===== src/rtl/fifo_uart_pkg.sv =====
// Shared types and constants for the FIFO-fed 8N1 UART transmitter.
// Imported by the top-level transmitter.
package fifo_uart_pkg;

    localparam int DATA_W    = 8;
    localparam int BIT_IDX_W = $clog2(DATA_W);

    typedef enum logic [2:0] {
        IDLE,
        READ,
        LOAD,
        START,
        DATA,
        STOP
    } state_e;

endpackage


===== src/rtl/uart_bit_timer.sv =====
// Per-bit cycle counter; counts 0..CLKS_PER_BIT-1 while run is high.
// bit_end marks the last cycle of a bit, bit_pre_end the one before it.
module uart_bit_timer #(
    parameter int CLKS_PER_BIT = 868
) (
    input  logic clk,
    input  logic rst,
    input  logic run,
    output logic bit_end,
    output logic bit_pre_end
);

    localparam int CNT_W = $clog2(CLKS_PER_BIT);
    localparam logic [CNT_W-1:0] CNT_MAX = CNT_W'(CLKS_PER_BIT - 1);
    localparam logic [CNT_W-1:0] CNT_PRE = CNT_W'(CLKS_PER_BIT - 2);

    logic [CNT_W-1:0] cnt_q;
    logic [CNT_W-1:0] cnt_d;

    assign bit_end     = run && (cnt_q == CNT_MAX);
    assign bit_pre_end = run && (cnt_q == CNT_PRE);

    always_comb begin
        cnt_d = cnt_q;
        if (!run || bit_end) begin
            cnt_d = '0;
        end else begin
            cnt_d = cnt_q + 1'b1;
        end
    end

    always_ff @(posedge clk or posedge rst) begin
        if (rst) begin
            cnt_q <= '0;
        end else begin
            cnt_q <= cnt_d;
        end
    end

endmodule


===== src/rtl/fifo_uart_tx.sv =====
// 8N1 UART transmitter that pops one byte per frame from a FIFO read port.
// All outputs are registered; state transitions are computed in always_comb.
module fifo_uart_tx #(
    parameter int CLKS_PER_BIT = 868,
    parameter int DATA_W       = 8
) (
    input  logic              clk,
    input  logic              rst,
    input  logic              en,
    input  logic              fifo_empty,
    input  logic [DATA_W-1:0] fifo_data,
    output logic              fifo_rd_en,
    output logic              tx,
    output logic              busy,
    output logic              tx_done,
    output logic [15:0]       byte_count
);

    import fifo_uart_pkg::*;

    localparam logic [BIT_IDX_W-1:0] IDX_LAST = BIT_IDX_W'(DATA_W - 1);

    state_e                state_q;
    state_e                state_d;
    logic [DATA_W-1:0]     shift_q;
    logic [DATA_W-1:0]     shift_d;
    logic [BIT_IDX_W-1:0]  idx_q;
    logic [BIT_IDX_W-1:0]  idx_d;
    logic                  tx_q;
    logic                  tx_d;
    logic                  rd_en_q;
    logic                  rd_en_d;
    logic                  busy_q;
    logic                  busy_d;
    logic                  done_q;
    logic                  done_d;
    logic [15:0]           byte_count_q;
    logic [15:0]           byte_count_d;

    logic timer_run;
    logic bit_end;
    logic bit_pre_end;

    assign timer_run = (state_q == START) || (state_q == DATA) || (state_q == STOP);

    uart_bit_timer #(
        .CLKS_PER_BIT(CLKS_PER_BIT)
    ) u_bit_timer (
        .clk        (clk),
        .rst        (rst),
        .run        (timer_run),
        .bit_end    (bit_end),
        .bit_pre_end(bit_pre_end)
    );

    always_comb begin
        state_d      = state_q;
        shift_d      = shift_q;
        idx_d        = idx_q;
        tx_d         = tx_q;
        byte_count_d = byte_count_q;
        unique case (state_q)
            IDLE: begin
                tx_d = 1'b1;
                if (en && !fifo_empty) begin
                    state_d = READ;
                end
            end
            READ: begin
                state_d = LOAD;
            end
            // Data arrives the cycle after the pop; the start bit begins with it.
            LOAD: begin
                shift_d = fifo_data;
                tx_d    = 1'b0;
                state_d = START;
            end
            START: begin
                if (bit_end) begin
                    tx_d    = shift_q[0];
                    idx_d   = '0;
                    state_d = DATA;
                end
            end
            DATA: begin
                if (bit_end) begin
                    if (idx_q == IDX_LAST) begin
                        tx_d    = 1'b1;
                        idx_d   = '0;
                        state_d = STOP;
                    end else begin
                        shift_d = {1'b0, shift_q[DATA_W-1:1]};
                        tx_d    = shift_q[1];
                        idx_d   = idx_q + 1'b1;
                    end
                end
            end
            STOP: begin
                tx_d = 1'b1;
                if (bit_end) begin
                    byte_count_d = byte_count_q + 16'd1;
                    state_d      = IDLE;
                end
            end
            default: begin
                state_d = IDLE;
            end
        endcase
        rd_en_d = (state_d == READ);
        busy_d  = (state_d != IDLE);
        done_d  = (state_q == STOP) && bit_pre_end;
    end

    always_ff @(posedge clk or posedge rst) begin
        if (rst) begin
            state_q      <= IDLE;
            shift_q      <= '0;
            idx_q        <= '0;
            tx_q         <= 1'b1;
            rd_en_q      <= 1'b0;
            busy_q       <= 1'b0;
            done_q       <= 1'b0;
            byte_count_q <= 16'd0;
        end else begin
            state_q      <= state_d;
            shift_q      <= shift_d;
            idx_q        <= idx_d;
            tx_q         <= tx_d;
            rd_en_q      <= rd_en_d;
            busy_q       <= busy_d;
            done_q       <= done_d;
            byte_count_q <= byte_count_d;
        end
    end

    assign fifo_rd_en = rd_en_q;
    assign tx         = tx_q;
    assign busy       = busy_q;
    assign tx_done    = done_q;
    assign byte_count = byte_count_q;

endmodule


===== config.mk =====
export PLATFORM = sky130hd
export DESIGN_NAME = fifo_uart_tx
export DESIGN_NICKNAME = d
export VERILOG_FILES = /design/src/rtl/fifo_uart_pkg.sv /design/src/rtl/uart_bit_timer.sv /design/src/rtl/fifo_uart_tx.sv
export SDC_FILE = /design/constraint.sdc
export NUM_CORES = 1
export LEC_CHECK = 0
export CORE_AREA = 2 2 89 91
export CTS_CLUSTER_SIZE = 30
export DETAILED_ROUTE_END_ITERATION = 7
export DIE_AREA = 0 0 91 93
export SLEW_MARGIN = 20
export SYNTH_ARGS = -nofsm -noshare
export SYNTH_HDL_FRONTEND = slang
export SYNTH_HIERARCHICAL = 1
export SYNTH_SLANG_ARGS = --single-unit

===== constraint.sdc =====
create_clock -name clk -period 2.3 [get_ports clk]
set_input_delay 0.345 -clock clk [delete_from_list [all_inputs] [get_ports clk]]
set_output_delay 0.345 -clock clk [all_outputs]
set_load 0.1 [all_outputs]

==> PnR_summary.wiki, run 1 <==
{| class="wikitable"
! Metric !! Value
|-
| Wire length of the first global-routing pass || 7580 µm
|-
| Hold-fix buffers, CTS || 0
|-
| Clock-pin slew reported for the worst setup and hold paths after clock tree synthesis || 0.08 ns
|-
| Routing layer with the top usage in global route || met2
|-
| Category of the most critical setup path || reg2reg
|-
| Outcome || finished clean
|-
| Final count of pins violating max slew || 0
|-
| Internal reg-to-reg setup slack || 0.20 ns
|-
| Main flop type after synthesis || dfrtp_1
|-
| Instance count of the mapped netlist || 211
|-
| Maximum vdd ir drop || 0.222 mV
|-
| Global Route met2 Usage || 17.6%
|-
| Register bit total from synthesis || 44
|-
| DRC || 0
|-
| Number of antenna violations at the first check in global routing || 0
|-
| Die outline width || 91 µm
|-
| Number of buffers added for setup after CTS || 0
|-
| Worst endpoint data arrival time || 2.28 ns
|-
| Routing usage on met1 || 14.2%
|-
| Post-cts repair resize count || 0
|-
| Netlist cell types || 42
|-
| Synthesis warning total || 6
|-
| Clock latency on the worst-skew pair || 0.29 ns
|-
| Fraction of registers with async set/reset || 100%
|-
| RR Endpoint || byte_count[8]
|-
| Worst-path maximum fanout || 5
|-
| Sum of net half-perimeters after detailed placement || 3030 µm
|-
| Multi-input combinational cell area || 996 µm²
|-
| Aggregate routed wire length || 4140 µm
|-
| GRT overflow || 0
|-
| Clock period minus final worst setup slack || 2.10 ns
|-
| Required arrival time at the worst endpoint || 2.48 ns
|-
| Number of clock buffers inserted by TritonCTS || 5
|-
| Startpoint of the lowest-slack register-to-register path || u_bit_timer/cnt_q[2]
|-
| Post-detailed-route wirelength per cell || 11.7 µm
|-
| Global-route usage over all layers || 11.0%
|-
| Vias per cell || 4.64
|-
| Number of nets with antenna violations after routing || 0
|-
| Nets@finish || 268
|-
| DP Area || 2590 µm²
|-
| Number of setup violations in the final report || 0
|-
| Post-synth EDFFs || 0
|-
| H-Tree Level Count || 2
|-
| Clock tree from TritonCTS || yes
|-
| Accumulated negative setup slack || 0 ns
|-
| Mean instance size in the synthesized netlist || 10.3 µm²
|-
| Vias || 1,643
|-
| Slew at the pin closest to its max-slew limit || 0.642 ns
|-
| Violation count after the first detailed-route iteration || 55
|-
| Final hold slack || 0.362 ns
|-
| Share of the yosys chip area belonging to registers || 50.8%
|-
| Number of global-route vias before repair || 1,656
|-
| Nets in the synthesized netlist || 228
|-
| Library cell used as clock root buffer || clkbuf_8
|-
| Number of filler instances in the final layout || 788
|-
| Overall power after layout || 1.46 mW
|-
| Std cell rows || 32
|-
| Unrepaired setup endpoints after global routing || no
|-
| Max-slew headroom at the worst pin || 57.1%
|-
| Synth Cell Area || 2170 µm²
|-
| Core Footprint || 7530 µm²
|-
| Max capacitance violation total || 0
|-
| Final Hold Vio Count || 0
|-
| Fraction of layout cells with a size suffix above 1 || 17.1%
|-
| Starting density of the core || 28.8%
|-
| Maximum root-to-sink buffer count || 2
|-
| Largest net degree at the start of global routing || 35
|-
| Cell depth of the worst flop-to-flop path || 7
|-
| Cell area after layout || 2720 µm²
|-
| Total inserted antenna cells || 0
|-
| Router iterations before antenna repair || 4
|-
| Clock skew after layout || 0.00736 ns
|-
| Share of the core filled with cells || 36.2%
|-
| I/O pin cnt || 32
|-
| Final weighted congestion of routability-driven global placement || 0.745
|-
| Met3 layer usage reported by global route || 3.14%
|-
| Count of input and output buffers || 31
|-
| Area occupied by registers || 1100 µm²
|-
| Type of the worst min-delay path || in2async
|-
| Reported leakage power || 1.28 nW
|-
| Total power divided by cell area || 538 nW/µm²
|-
| Critical Path Start Type || flip-flop
|-
| Synthesis-to-layout area growth || 25.4%
|-
| Die height || 93 µm
|-
| Share of the clock period used by the worst path after layout || 91.3%
|-
| Floorplan die area || 8460 µm²
|-
| Sink Count || 44
|-
| Achievable clock frequency || 0.476 GHz
|-
| Worst setup EP type || flip-flop
|}
==> sequential cells by signal, summed over array words and instances (netlist names) <==
register	count
state_q	3
busy	1
fifo_rd_en	1
idx_q	3
tx_done	1
byte_count	16
u_bit_timer/cnt_q	10
shift_q	8
tx	1
==> cell usage after synthesis (2+ instances only) <==
cell / instances / area, µm²
ha_1: 5 / 62.6
nand2b_1: 2 / 12.5
buf_2: 7 / 35.0
and3_1: 7 / 43.8
nand4_1: 7 / 43.8
o31ai_1: 2 / 15.0
nor3_1: 5 / 25.0
and4_1: 2 / 17.5
nand2_1: 16 / 60.1
o21ai_1: 2 / 10.0
and2b_1: 2 / 15.0
a21oi_1: 18 / 90.1
nand3_1: 6 / 30.0
nand4bb_1: 2 / 22.5
dfrtp_1: 43 / 1080
or3_1: 3 / 18.8
a211oi_1: 3 / 22.5
inv_1: 9 / 33.8
mux2i_1: 8 / 80.1
xor2_1: 5 / 43.8
xnor2_1: 13 / 114
o21ai_0: 5 / 25.0
nor2_1: 19 / 71.3
a21o_1: 2 / 15.0
==> cells in the final DEF (no fill, tap or decap), drive strengths merged, types with 2 or more instances in the layout <==
| master | synthesis | layout |
|---|---|---|
| a211oi | 3 | 3 |
| a21o | 2 | 2 |
| a21oi | 19 | 19 |
| and2b | 2 | 2 |
| and3 | 7 | 7 |
| and4 | 2 | 2 |
| buf | 7 | 30 |
| clkbuf | 1 | 7 |
| clkdlybuf4s50 | 0 | 11 |
| dfrtp | 43 | 43 |
| ha | 5 | 5 |
| inv | 9 | 9 |
| mux2i | 8 | 8 |
| nand2 | 16 | 16 |
| nand2b | 2 | 2 |
| nand3 | 7 | 7 |
| nand4 | 7 | 7 |
| nand4bb | 2 | 2 |
| nor2 | 19 | 19 |
| nor3 | 5 | 5 |
| o21ai | 7 | 7 |
| o31ai | 2 | 2 |
| o41ai | 2 | 2 |
| or3 | 3 | 3 |
| or4 | 2 | 2 |
| xnor2 | 13 | 13 |
| xor2 | 5 | 5 |
==> final cells by class <==
class	count	share of cell area (%)
sequential	44	40.5
multi-input combinational	150	36.6
timing repair buffer	41	12.3
tap	102	4.69
clock buffer	7	3.54
inverter	9	1.24
clock inverter	1	1.10
==> through the flow <==
step                cells  setup slack [ns]
global route          354            0.0244
CTS                   354             0.197
finish                354             0.199
floorplan             211            0.0606
global placement      346             0.245
detailed placement    346             0.213
==> kinds of logic after synthesis <==
kind of cell	share of synthesized area (%)
AO/OA/AOI/OAI	11.5
buffers and inverters	3.34
multiplexers	4.21
adder cells (fa/ha/maj)	2.88
XOR/XNOR	7.26
flip-flops	50.8
AND/OR/NAND/NOR	20.1
==> worst max-delay path by stage <==
stage / cells after the start / start / slack [ns] / end
6_report: 7 / u_bit_timer/cnt_q[2] / 0.20 / byte_count[8]
3_3_place_gp: 7 / u_bit_timer/cnt_q[2] / 0.25 / byte_count[8]
3_5_place_dp: 7 / u_bit_timer/cnt_q[2] / 0.21 / byte_count[8]
5_1_grt: 7 / u_bit_timer/cnt_q[2] / 0.02 / byte_count[14]
4_1_cts: 7 / u_bit_timer/cnt_q[2] / 0.20 / byte_count[8]
2_1_floorplan: 9 / state_q[0] / 0.06 / byte_count[4]
==> where the power goes <==
| group | internal [mW] | switching, mW |
|---|---|---|
| clock network | 0.383 | 0.249 |
| registers | 0.780 | 0.00379 |
| logic | 0.0247 | 0.0233 |
==> worst max-delay path, stage by stage, from the launching register on <==
cell	delay [ns]
dfrtp_1	0.43
or2_1	0.29
nor3_1	0.20
and3_1	0.24
and4b_1	0.29
and3_1	0.27
nand4_1	0.13
xnor2_1	0.14
==> routing by layer <==
layer  routed length [µm]  vias to the layer above
li1                     -                      822
met1                 2060                      791
met2                 1880                       28
met3                  158                        2
met4                   38                        0
met5                    0                        -
Power figures use the tool's default switching activity.
==> run 2: changes to the inputs <==
--- a/config.mk
+++ b/config.mk
@@ -5,10 +5,13 @@
 export SDC_FILE = /design/constraint.sdc
 export NUM_CORES = 1
 export LEC_CHECK = 0
+export CELL_PAD_IN_SITES_DETAIL_PLACEMENT = 1
+export CELL_PAD_IN_SITES_GLOBAL_PLACEMENT = 1
 export CORE_AREA = 2 2 89 91
 export CTS_CLUSTER_SIZE = 30
 export DETAILED_ROUTE_END_ITERATION = 7
 export DIE_AREA = 0 0 91 93
+export PLACE_DENSITY_LB_ADDON = 0.1
 export SLEW_MARGIN = 20
 export SYNTH_ARGS = -nofsm -noshare
 export SYNTH_HDL_FRONTEND = slang
==> PnR_summary.wiki, run 2 (same netlist as run 1, synthesis figures left out) <==
{| class="wikitable"
! Metric !! Value
|-
| Outcome || finished clean
|-
| Number of global-route vias before repair || 1,617 (-2.4%)
|-
| Floorplan die area || 8460 µm² (unchanged)
|-
| Std cell rows || 32 (unchanged)
|-
| DRC || 0 (unchanged)
|-
| Required arrival time at the worst endpoint || 2.52 ns (+0.04 ns)
|-
| Flip-flop count of the largest register after layout || 16 (unchanged)
|-
| Count of input and output buffers || 31 (unchanged)
|-
| Nets@finish || 269 (+0.37%)
|-
| Buffers & Inverters on Critical Path || 0 (unchanged)
|-
| Vias per cell || 4.67 (+0.61%)
|-
| Ordered cell list for the critical path || or2_1 -> nor3_1 -> and3_1 -> and4b_2 -> and4_1 -> and3_1 -> xor2_1
|-
| Reported leakage power || 1.28 nW (+0.21%)
|-
| Die height || 93 µm (unchanged)
|-
| Critical path's slowest cell || dfrtp_1
|-
| Clock latency on the worst-skew pair || 0.29 ns (about the same)
|-
| Worst-path maximum fanout || 7 (+2)
|-
| Number of clock buffers inserted by TritonCTS || 5 (unchanged)
|-
| Least setup slack across all paths after layout || 0.189 ns (-0.0107 ns)
|-
| Clock tree from TritonCTS || yes
|-
| Core Footprint || 7530 µm² (unchanged)
|-
| Post-placement setup slack || 0.0950 ns (-0.118 ns)
|-
| Post-detailed-route wirelength per cell || 13.6 µm (+16%)
|-
| Aggregate routed wire length || 4810 µm (+16%)
|-
| Router iterations before antenna repair || 4 (unchanged)
|-
| Die outline width || 91 µm (unchanged)
|-
| Sum of net half-perimeters after detailed placement || 3410 µm (+12%)
|-
| Number of gates on the worst path with buffers counted || 7 (unchanged)
|-
| Slew at the pin closest to its max-slew limit || 0.681 ns (+0.0388 ns)
|-
| Overall power after layout || 1.52 mW (+4.2%)
|-
| Vias || 1,653 (+0.61%)
|-
| Wire length of the first global-routing pass || 8290 µm (+9.3%)
|-
| Sink Count || 44 (unchanged)
|-
| Commonest non-fill, non-tap cell in the layout || dfrtp_1
|-
| Maximum root-to-sink buffer count || 2 (unchanged)
|-
| Total inserted antenna cells || 0 (unchanged)
|-
| Library cell used as clock root buffer || clkbuf_8
|-
| Number of antenna violations at the first check in global routing || 0 (unchanged)
|-
| Switching Fraction || 19.2% (+0.33 points)
|-
| Worst setup EP type || flip-flop
|-
| Clock period minus final worst setup slack || 2.11 ns (+0.0107 ns)
|-
| Max-slew headroom at the worst pin || 54.5% (-2.6 points)
|-
| Starting density of the core || 28.8% (unchanged)
|-
| Most frequent cells in the layout || 43 x dfrtp_1, 31 x buf_4, 19 x nor2_1, 18 x a21oi_1, 16 x nand2_1
|-
| Synthesis-to-layout area growth || 25.9%
|-
| Slowest Stage Delay on Critical Path || 0.44 ns (about the same)
|-
| Final weighted congestion of routability-driven global placement || 0.692 (-7.1%)
|-
| Maximum vdd ir drop || 0.246 mV (+11%)
|-
| Total power divided by cell area || 558 nW/µm² (+3.7%)
|-
| Final count of pins violating max slew || 0 (unchanged)
|-
| Type of the worst min-delay path || in2async
|-
| Number of setup violations in the final report || 0 (unchanged)
|-
| Final hold slack || 0.359 ns (-0.00248 ns)
|-
| Sw Pwr || 292 µW (+6.0%)
|-
| Hold-fix buffers, CTS || 0 (unchanged)
|-
| Accumulated negative setup slack || 0 ns (unchanged)
|-
| Global-route usage over all layers || 12.2% (+1.3 points)
|-
| Fraction of layout cells with a size suffix above 1 || 17.9% (+0.79 points)
|-
| I/O pin cnt || 32 (unchanged)
|-
| Final Hold Vio Count || 0 (unchanged)
|-
| Most common cell on crit path || and3_1
|-
| Non-filler instance count after layout || 354 (unchanged)
|-
| Placed instance count || 347 (+0.29%)
|-
| Clock Power Share || 45.4% (+2.2 points)
|-
| Register share of total power || 51.4% (-2.1 points)
|-
| Max capacitance violation total || 0 (unchanged)
|-
| Worst endpoint data arrival time || 2.33 ns (+0.05 ns)
|-
| Internal Power || 1.23 mW (+3.7%)
|-
| Violation count after the first detailed-route iteration || 27 (-51%)
|-
| Achievable clock frequency || 0.474 GHz (-0.51%)
|-
| Cell depth of the worst flop-to-flop path || 7 (unchanged)
|-
| Critical Path Start Type || flip-flop
|-
| Clock skew after layout || 0.00213 ns (-0.00523 ns)
|-
| Combinational group share of total power || 3.2% (about the same)
|-
| Share of the clock period used by the worst path after layout || 91.8% (+0.46 points)
|-
| Clock-pin slew reported for the worst setup and hold paths after clock tree synthesis || 0.08 ns (about the same)
|-
| Category of the most critical setup path || reg2reg
|-
| H-Tree Level Count || 2 (unchanged)
|-
| GRT overflow || 0 (unchanged)
|-
| Cell family with the largest share of critical-path delay || simple AND/OR/NAND/NOR gates
|-
| Unrepaired setup endpoints after global routing || no
|-
| Number of nets with antenna violations after routing || 0 (unchanged)
|-
| Largest net degree at the start of global routing || 35 (unchanged)
|}
-- run 2: cell count changes in the layout (fill, tap and decap cells not counted), sizes merged --
cell    change
bufinv      +1
clkbuf      -2
buf         +1
-- run 2: through the flow --
stage | utilization [%] | cell area (µm²)
global placement | 34.6 | 2600
finish | 36.3 | 2730
floorplan | - | 2170
CTS | 36.3 | 2730
global route | 36.3 | 2730
detailed placement | 34.6 | 2600
-- run 2: area by class of cell --
type                    count  area, µm²
fillers                   895       4790
flip-flops and latches     44       1100
multi-input cells         150        998
repair buffers             42        343
well taps                 102        128
clock buffers               5       68.8
clock inverters             2       60.1
inverters                   9       33.8
-- run 2: worst paths after layout --
check / slack [ns] / startpoint / endpoint
min reg2reg: 0.47 / byte_count[15] / byte_count[15]
min: 0.36 / rst / u_bit_timer/cnt_q[6]
max reg2reg: 0.19 / u_bit_timer/cnt_q[2] / byte_count[7]
max in group asynchronous: 1.48 / rst / tx
max: 0.19 / u_bit_timer/cnt_q[2] / byte_count[7]
min in group clk: 0.47 / byte_count[15] / byte_count[15]
-- run 2: layer usage --
layer  track usage, %  up-vias  wire [µm]
met2             18.7       23       2220
met1             16.9      802       2380
met3             3.38        2        184
met4             3.79        0         22
met5                0        -          0
li1                 -      826          -
-- run 2: what timing repair did --
| action | 4_1_cts | 5_1_grt |
|---|---|---|
| resized for setup | 0 | 2 |
| buffers inserted | 0 | 0 |
| endpoints found under the setup margin | 0 | 5 |
-- run 2: power by group through the flow --
stage | logic, mW | registers [mW] | clock network (mW)
after global placement | 0.0509 | 0.799 | 0
after detailed placement | 0.0508 | 0.800 | 0
after global routing | 0.0560 | 0.786 | 0.748
after floorplan | 0.0232 | 0.798 | 0
final | 0.0488 | 0.784 | 0.692
after CTS | 0.0513 | 0.785 | 0.728
